## src/rtl/imem_loader_pkg.sv

```systemverilog
// rtl/imem_loader_pkg.sv - shared types and helpers for the instruction-memory loader
package imem_loader_pkg;

    typedef enum logic [1:0] {IDLE, RECV, WRITE, DONE} loader_state_t;

    function automatic int bytes_per_word(input int width);
        return (width + 7) / 8;
    endfunction

endpackage

```

## src/rtl/word_assembler.sv

```systemverilog
// rtl/word_assembler.sv - packs little-endian stream bytes into one instruction word
module word_assembler
    import imem_loader_pkg::*;
#(
    parameter int DATA_WIDTH = 20
) (
    input  logic                  clk,
    input  logic                  rst,
    input  logic                  clear,
    input  logic                  accept,
    input  logic [7:0]            s_data,
    output logic [DATA_WIDTH-1:0] word_next,
    output logic                  word_complete,
    output logic                  pad_hit
);
    localparam int BYTES_PER_WORD = bytes_per_word(DATA_WIDTH);
    localparam int IDX_W          = (BYTES_PER_WORD > 1) ? $clog2(BYTES_PER_WORD) : 1;
    localparam int LAST_BITS      = DATA_WIDTH - 8 * (BYTES_PER_WORD - 1);
    localparam logic [7:0] PAD_MASK = 8'hFF << LAST_BITS;

    logic [DATA_WIDTH-1:0] asm_word;
    logic [IDX_W-1:0]      byte_idx;
    logic                  last_byte;

    assign last_byte = (byte_idx == IDX_W'(BYTES_PER_WORD - 1));

    // Bits of the last byte beyond DATA_WIDTH have no slot, so they fall away here.
    always_comb begin
        word_next = asm_word;
        for (int b = 0; b < DATA_WIDTH; b++) begin
            if (byte_idx == IDX_W'(b / 8)) begin
                word_next[b] = s_data[3'(b % 8)];
            end
        end
    end

    assign word_complete = accept && last_byte;
    assign pad_hit       = word_complete && (|(s_data & PAD_MASK));

    always_ff @(posedge clk or negedge rst) begin
        if (!rst) begin
            asm_word <= '0;
            byte_idx <= '0;
        end else if (clear) begin
            byte_idx <= '0;
        end else if (accept) begin
            asm_word <= word_next;
            byte_idx <= last_byte ? '0 : byte_idx + 1'b1;
        end
    end

endmodule

```

## src/rtl/imem_loader.sv

```systemverilog
// rtl/imem_loader.sv - loads instruction memory from a byte stream while holding the core in reset
module imem_loader
    import imem_loader_pkg::*;
#(
    parameter int DATA_WIDTH    = 20,
    parameter int ADDRESS_WIDTH = 8,
    parameter int MEM_SIZE      = 256
) (
    input  logic                     clk,
    input  logic                     rst,
    input  logic                     start,
    input  logic                     abort,
    input  logic [ADDRESS_WIDTH:0]   word_count,
    input  logic                     s_valid,
    input  logic [7:0]               s_data,
    output logic                     s_ready,
    output logic                     imem_we,
    output logic [ADDRESS_WIDTH-1:0] imem_addr,
    output logic [DATA_WIDTH-1:0]    imem_wdata,
    output logic                     core_rst_n,
    output logic                     busy,
    output logic                     done,
    output logic                     cfg_error,
    output logic                     pad_error
);
    localparam int CNT_W = ADDRESS_WIDTH + 1;

    loader_state_t            state, state_next;
    logic [CNT_W-1:0]         count, count_next;
    logic [ADDRESS_WIDTH-1:0] addr, addr_next, imem_addr_next;
    logic [DATA_WIDTH-1:0]    imem_wdata_next, word_next;
    logic                     cfg_error_next, pad_error_next;
    logic                     asm_clear, accept, word_complete, pad_hit, count_legal;

    // An abort cancels any byte offered in the same cycle.
    assign accept      = s_valid && s_ready && !abort;
    assign count_legal = (word_count != '0) && (word_count <= CNT_W'(MEM_SIZE));

    word_assembler #(
        .DATA_WIDTH(DATA_WIDTH)
    ) u_word_assembler (
        .clk          (clk),
        .rst          (rst),
        .clear        (asm_clear),
        .accept       (accept),
        .s_data       (s_data),
        .word_next    (word_next),
        .word_complete(word_complete),
        .pad_hit      (pad_hit)
    );

    always_comb begin
        state_next      = state;
        count_next      = count;
        addr_next       = addr;
        imem_addr_next  = imem_addr;
        imem_wdata_next = imem_wdata;
        cfg_error_next  = 1'b0;
        pad_error_next  = pad_error;
        asm_clear       = 1'b0;
        case (state)
            IDLE: begin
                if (start) begin
                    if (count_legal) begin
                        state_next     = RECV;
                        count_next     = word_count;
                        addr_next      = '0;
                        pad_error_next = 1'b0;
                        asm_clear      = 1'b1;
                    end else begin
                        cfg_error_next = 1'b1;
                    end
                end
            end
            RECV: begin
                if (abort) begin
                    state_next = IDLE;
                    asm_clear  = 1'b1;
                end else if (word_complete) begin
                    state_next      = WRITE;
                    imem_addr_next  = addr;
                    imem_wdata_next = word_next;
                    if (pad_hit) begin
                        pad_error_next = 1'b1;
                    end
                end
            end
            WRITE: begin
                if (abort) begin
                    state_next = IDLE;
                end else if ({1'b0, addr} == count - 1'b1) begin
                    state_next = DONE;
                end else begin
                    addr_next  = addr + 1'b1;
                    state_next = RECV;
                end
            end
            DONE: begin
                state_next = IDLE;
            end
            default: begin
                state_next = IDLE;
            end
        endcase
    end

    // Status outputs are derived from the state being entered so they line up with it.
    always_ff @(posedge clk or negedge rst) begin
        if (!rst) begin
            state      <= IDLE;
            count      <= '0;
            addr       <= '0;
            s_ready    <= 1'b0;
            imem_we    <= 1'b0;
            imem_addr  <= '0;
            imem_wdata <= '0;
            core_rst_n <= 1'b1;
            busy       <= 1'b0;
            done       <= 1'b0;
            cfg_error  <= 1'b0;
            pad_error  <= 1'b0;
        end else begin
            state      <= state_next;
            count      <= count_next;
            addr       <= addr_next;
            s_ready    <= (state_next == RECV);
            imem_we    <= (state_next == WRITE);
            imem_addr  <= imem_addr_next;
            imem_wdata <= imem_wdata_next;
            core_rst_n <= (state_next == IDLE);
            busy       <= (state_next != IDLE);
            done       <= (state_next == DONE);
            cfg_error  <= cfg_error_next;
            pad_error  <= pad_error_next;
        end
    end

endmodule
```

## config.mk

```make
export PLATFORM = sky130hd
export DESIGN_NAME = imem_loader
export DESIGN_NICKNAME = d
export VERILOG_FILES = /design/src/rtl/imem_loader_pkg.sv /design/src/rtl/word_assembler.sv /design/src/rtl/imem_loader.sv
export SDC_FILE = /design/constraint.sdc
export NUM_CORES = 1
export LEC_CHECK = 0
export CAP_MARGIN = 20
export CORE_UTILIZATION = 51
export DETAILED_ROUTE_END_ITERATION = 10
export PLACE_DENSITY = 0.8
export SYNTH_ARGS = -nofsm -noshare
export SYNTH_HDL_FRONTEND = slang
export SYNTH_SLANG_ARGS = --single-unit
```

## constraint.sdc

```tcl
create_clock -name clk -period 2.9 [get_ports clk]
set_clock_uncertainty 0.1 [all_clocks]
set_input_delay 0.435 -clock clk [delete_from_list [all_inputs] [get_ports clk]]
set_output_delay 0.435 -clock clk [all_outputs]
set_load 0.05 [all_outputs]
```

==> run metrics, run 1 <==
status finished clean; die footprint approximately 5600 um^2; asr flop ratio synth 100%; Placer Congestion 0.873; pins over their slew limit 0; TritonCTS clock tree built; Hold Path Sink imem_addr[7]; Slew HR 64.7%; vias in the first global route 1994; IO Port Bufs 48; initial antenna violation count 0; Remaining DRCs 0; data required time of the worst path 3.04 ns; largest net degree at the start of global routing 32; Mapped Area 2710 um^2; slowest CP cell or4_1; Stages on worst setup path 8; Post-DRT Antenna Nets 0; global route overflow 0; Post-synth EDFFs 0; # resized after CTS 0; fin nets 338; Hold Crit Class flop to flop; final critical-path share of the clock period 90.8%; fin cells between 300 and 400; hold_buf cts 1; #FFs+latches synth 56; worst-path cell chain inv_1, ha_1, xor2_1, o21ai_1, a221o_1, and3_1, or4_1, a21oi_1; total clock sinks 56; Setup crit start kind flop; DRT Wirelength 5.65 mm; Crit Path Class flop to flop; setup slack, reg-to-reg roughly 0.27 ns; CP peak stage delay about 0.52 ns; Die Y-Extent 74.8 um; # rows 26; Seq/Total Area, Yosys 51.9%; Worst Path Buf+Inv 1; CTS Buffer Depth 2; diode count 0; clk_lat worst skew 0.32 ns; reg2reg start count[0]; CP delay by family, top simple AND/OR/NAND/NOR gates; worst-path fanout max 8; Mean Syn Cell Area 10.3 um^2; global-route wire length before repair slightly above 9 mm; Final Hold Fails 0; DP HPWL between 4 and 5 mm; Distinct cells, synth 49; minimum clock period about 2.6 ns; Max Cap Viol 0; routed wire length per instance 14.7 um; actual slew at the worst max-slew pin 0.528 ns; fraction of layout cells with a size suffix above 1 14.0%; via count 2067; endpoints failing setup 0; CTS buffer count 5; initial core utilization between 50% and 60%; yosys warns 0; PwrDens 536 nW/um^2; via/cell ratio 5.37; Core Region 5110 um^2; 1st-pass router iterations 5; H-tree depth 2; Syn-to-layout area delta 23.3%; crit end category flop; RR Endpoint addr[6]; RSZ-0062 raised after global routing false; critical path data arrival time 2.78 ns; leakage dissipation 0.00155 uW; io pins between 50 and 60; maximum achievable frequency 380 MHz; clock slew at reported path FFs 0.09 ns; GRT Total Usage 22.4%; initial DRC count 108; Placed Cells 376; clk root buf clkbuf_8; Die W 74.8 um; Hold Crit Start imem_addr[7]; Cells after Synth approximately 260; # Post-CTS Setup Buffers 0; top_reg_cell synth dfrtp_1; hold path depth 1; R2R depth 8; VDD IR-drop max 0.360 mV; setup TNS 0 ns
worst max-delay path by stage:
stage	from	endpoint	slack, ns
floorplan	count[0]	addr[6]	0.53
global placement	word_count[5]	u_word_assembler.asm_word[1]	0.34
detailed placement	word_count[1]	u_word_assembler.asm_word[1]	0.32
CTS	count[0]	addr[6]	0.28
global route	count[0]	addr[6]	0.11
finish	count[0]	addr[6]	0.27
sequential cells by signal, indices dropped and copies added (netlist names), 2 cells and up:
register                   flops
count                          9
state                          2
imem_wdata                    12
imem_addr                      8
u_word_assembler.asm_word      8
addr                           8
u_word_assembler.byte_idx      2
cell type report:
| class | count | area [um^2] |
|---|---|---|
| tap | 70 | 87.6 |
| inverter | 7 | 26.3 |
| clock buffer | 6 | 72.6 |
| clock inverter | 2 | 12.5 |
| timing repair buffer | 55 | 543 |
| sequential | 56 | 1400 |
| multi-input combinational | 189 | 1190 |
| fill | 444 | 1770 |
cell usage in the layout, fill, tap and decap left out, types with 3 or more instances in the layout:
cell / count
dfrtp_1: 55
clkdlybuf4s50_1: 47
nand2_1: 43
nor2_1: 21
mux2_2: 20
a21oi_1: 10
mux2i_1: 8
conb_1: 8
inv_1: 7
a31oi_1: 7
xor2_1: 7
and3_1: 6
o21ai_0: 6
nand3_1: 5
clkbuf_8: 5
buf_4: 5
xnor2_1: 4
nor2b_1: 3
o31ai_1: 3
nand4_1: 3
nor4_1: 3
cells in the mapped netlist (all sizes together), types with 2 or more instances:
library cell / instances / share of area [%]
inv: 7 / 0.97
o31ai: 3 / 0.83
xor2: 7 / 2.3
dfrtp: 55 / 51
nor2b: 4 / 0.92
clkbuf: 9 / 2.0
and2: 3 / 0.74
mux2: 20 / 8.3
nand3: 5 / 0.92
o21ai: 7 / 1.3
nor4: 3 / 0.69
mux2i: 8 / 3.0
xnor2: 4 / 1.3
ha: 2 / 0.92
o211ai: 2 / 0.55
a21oi: 10 / 1.9
nand4: 3 / 0.69
nand2: 43 / 6.0
buf: 8 / 2.2
and3: 7 / 1.7
a31oi: 7 / 1.6
nor3: 3 / 0.74
nor3b: 2 / 0.55
nor2: 22 / 3.1
cells by family after synthesis:
| logic type | Yosys count | share of synthesized area [%] |
|---|---|---|
| xor+xnor | 11 | 3.56 |
| simple gates | 101 | 17.7 |
| compound gates | 39 | 9.30 |
| flops | 56 | 51.9 |
| mux | 28 | 11.3 |
| fa+ha+maj | 2 | 0.925 |
| other cells | 1 | 0.139 |
| buf+inv | 24 | 5.23 |
per-stage QoR:
step	instance area (um^2)	total power, uW	util [%]	hold slack (ns)	setup WS (ns)
global route	3330	1880	65.3	0.434	0.113
CTS	3330	1800	65.3	0.418	0.284
floorplan	2730	1240	-	0.0394	0.530
detailed placement	3240	1370	63.4	0.309	0.317
global placement	3240	1350	63.4	0.297	0.341
finish	3330	1790	65.3	0.415	0.268
where the power goes:
group | internal [uW] | switching, uW
combinational | 178 | 246
clock | 170 | 257
sequential | 863 | 71.6
total | 1210 | 575
per-layer routing:
layer / global-route usage, % / vias up / wire length (um)
li1: - / 991 / -
met1: 28.2 / 1020 / 2550
met4: 7.97 / 0 / 78
met2: 39.0 / 46 / 2840
met3: 4.02 / 10 / 184
met5: 0 / - / 0
Power figures use the tool's default switching activity.
==> inputs of run 2 (changes only) <==
--- a/config.mk
+++ b/config.mk
@@ -9,6 +9,7 @@
 export CORE_UTILIZATION = 51
 export DETAILED_ROUTE_END_ITERATION = 10
 export PLACE_DENSITY = 0.8
+export RECOVER_POWER = 50
 export SYNTH_ARGS = -nofsm -noshare
 export SYNTH_HDL_FRONTEND = slang
 export SYNTH_SLANG_ARGS = --single-unit
==> run metrics, run 2 (same netlist as run 1, synthesis figures left out) <==
CP peak stage delay 0.52 ns; slowest CP cell or4_1; crit end category flop; Final Hold Fails 0; clk_lat worst skew about 0.32 ns; DP HPWL 4.02 mm; routed wire length per instance 14.7 um; top sig layer met4; actual slew at the worst max-slew pin 1.10 ns; via/cell ratio 5.38; CTS buffer count 5; diode count 0; setup slack at placement 0.317 ns; minimum clock period 2.63 ns; TritonCTS clock tree built; final critical-path share of the clock period 90.7%; most common cell after layout, fill and taps aside dfrtp_1; GRT Total Usage 22.4%; final core utilization 65.0%; Worst Path Buf+Inv 1; endpoints failing setup 0; via count 2071; leakage dissipation ~0.0015 uW; worst-path cell chain inv_1, ha_1, xor2_1, o21ai_1, a221o_1, and3_1, or4_1, a21oi_1; initial DRC count 117; IO Port Bufs 48; Slew HR about a quarter; CTS Buffer Depth 2; DRT Wirelength 5.67 mm; # Post-CTS Setup Buffers 0; setup TNS 0 ns; die footprint 5600 um^2; wl on met1 2.55 mm; global-route wire length before repair 9.28 mm; RSZ-0062 raised after global routing false; Hold Crit Class flop to flop; Largest register FFs 12; PwrDens 537 nW/um^2; met2 wire length 2.85 mm; met3 WL 186 um; VDD IR-drop max 0.360 mV; Most flops, register imem_wdata; data required time of the worst path about 3.0 ns; Setup crit start kind flop; initial core utilization roughly 53%; critical path data arrival time between 2 and 3 ns; vias in the first global route between 1.5k and 2k; largest net degree at the start of global routing 32; 1st-pass router iterations 6; fraction of layout cells with a size suffix above 1 12.7%; # rows 26; Crit Path Class flop to flop; io pins 57; Post-DRT Antenna Nets 0; Die Y-Extent 74.8 um; clock slew at reported path FFs 0.09 ns; clk root buf clkbuf_8; status finished clean; worst-path fanout max 8; total clock sinks between 50 and 60; worst hold slack 0.415 ns; most frequent cells in the layout 55 x dfrtp_1, 43 x nand2_1, 41 x clkdlybuf4s50_1; Core Region 5110 um^2; CP delay by family, top simple AND/OR/NAND/NOR gates; maximum achievable frequency between 300 and 400 MHz; worst setup slack after layout 0.270 ns; Placer Congestion 0.873; biggest regs imem_wdata: 12 flops, count: 9 flops; Die W ~75 um; Remaining DRCs 0; initial antenna violation count 0; global route overflow 0; Max Cap Viol 0; fin nets 338; pins over their slew limit 0; Syn-to-layout area delta 22.8%; H-tree depth 2
[run 2: cell type report]
| class | count | area (um^2) |
|---|---|---|
| Clock buffer | 6 | 72.6 |
| Clock inverter | 2 | 12.5 |
| Fill cell | 450 | 1790 |
| Inverter | 7 | 26.3 |
| Multi-Input combinational cell | 189 | 1190 |
| Sequential cell | 56 | 1400 |
| Tap cell | 70 | 87.6 |
| Timing Repair Buffer | 55 | 532 |
[run 2: routing by layer]
layer	up-vias	GRT usage, %
li1	992	-
met1	1022	28.2
met2	47	39.0
met3	10	4.02
met4	0	7.97
met5	-	0
[run 2: through the flow]
step	instances	instance area [um^2]	power, uW
floorplan	269	2730	1240
global placement	376	3240	1350
detailed placement	376	3240	1370
CTS	385	3330	1800
global route	385	3320	1870
finish	385	3320	1780
[run 2: worst reg2reg max path: stages (launching register included)]
cell and delay [ns]:
dfrtp_1 0.45, inv_1 0.10, ha_1 0.34, xor2_1 0.23, o21ai_1 0.11, a221o_1 0.33
and3_1 0.24, or4_1 0.52, a21oi_1 0.15
[run 2: path summary, 6_finish.rpt]
path	endpoint	cells past startpoint	slack [ns]	startpoint
max in group asynchronous	done	3	0.56	rst
worst max register to register	addr[6]	8	0.27	count[0]
worst max-delay path	addr[6]	8	0.27	count[0]
worst min register to register	imem_addr[7]	1	0.41	imem_addr[7]
worst min-delay path	imem_addr[7]	1	0.41	imem_addr[7]
min in group asynchronous	count[0]	2	0.75	rst
[run 2: repair_timing]
item | 4_1_cts | 5_1_grt
gates resized for setup | 0 | 0
hold endpoints to repair | 17 | 0
hold buffers | 1 | 0
[run 2: report_power, final]
part	internal [uW]	switching [uW]
Sequential	863	71.5
Combinational	174	246
Clock	170	257
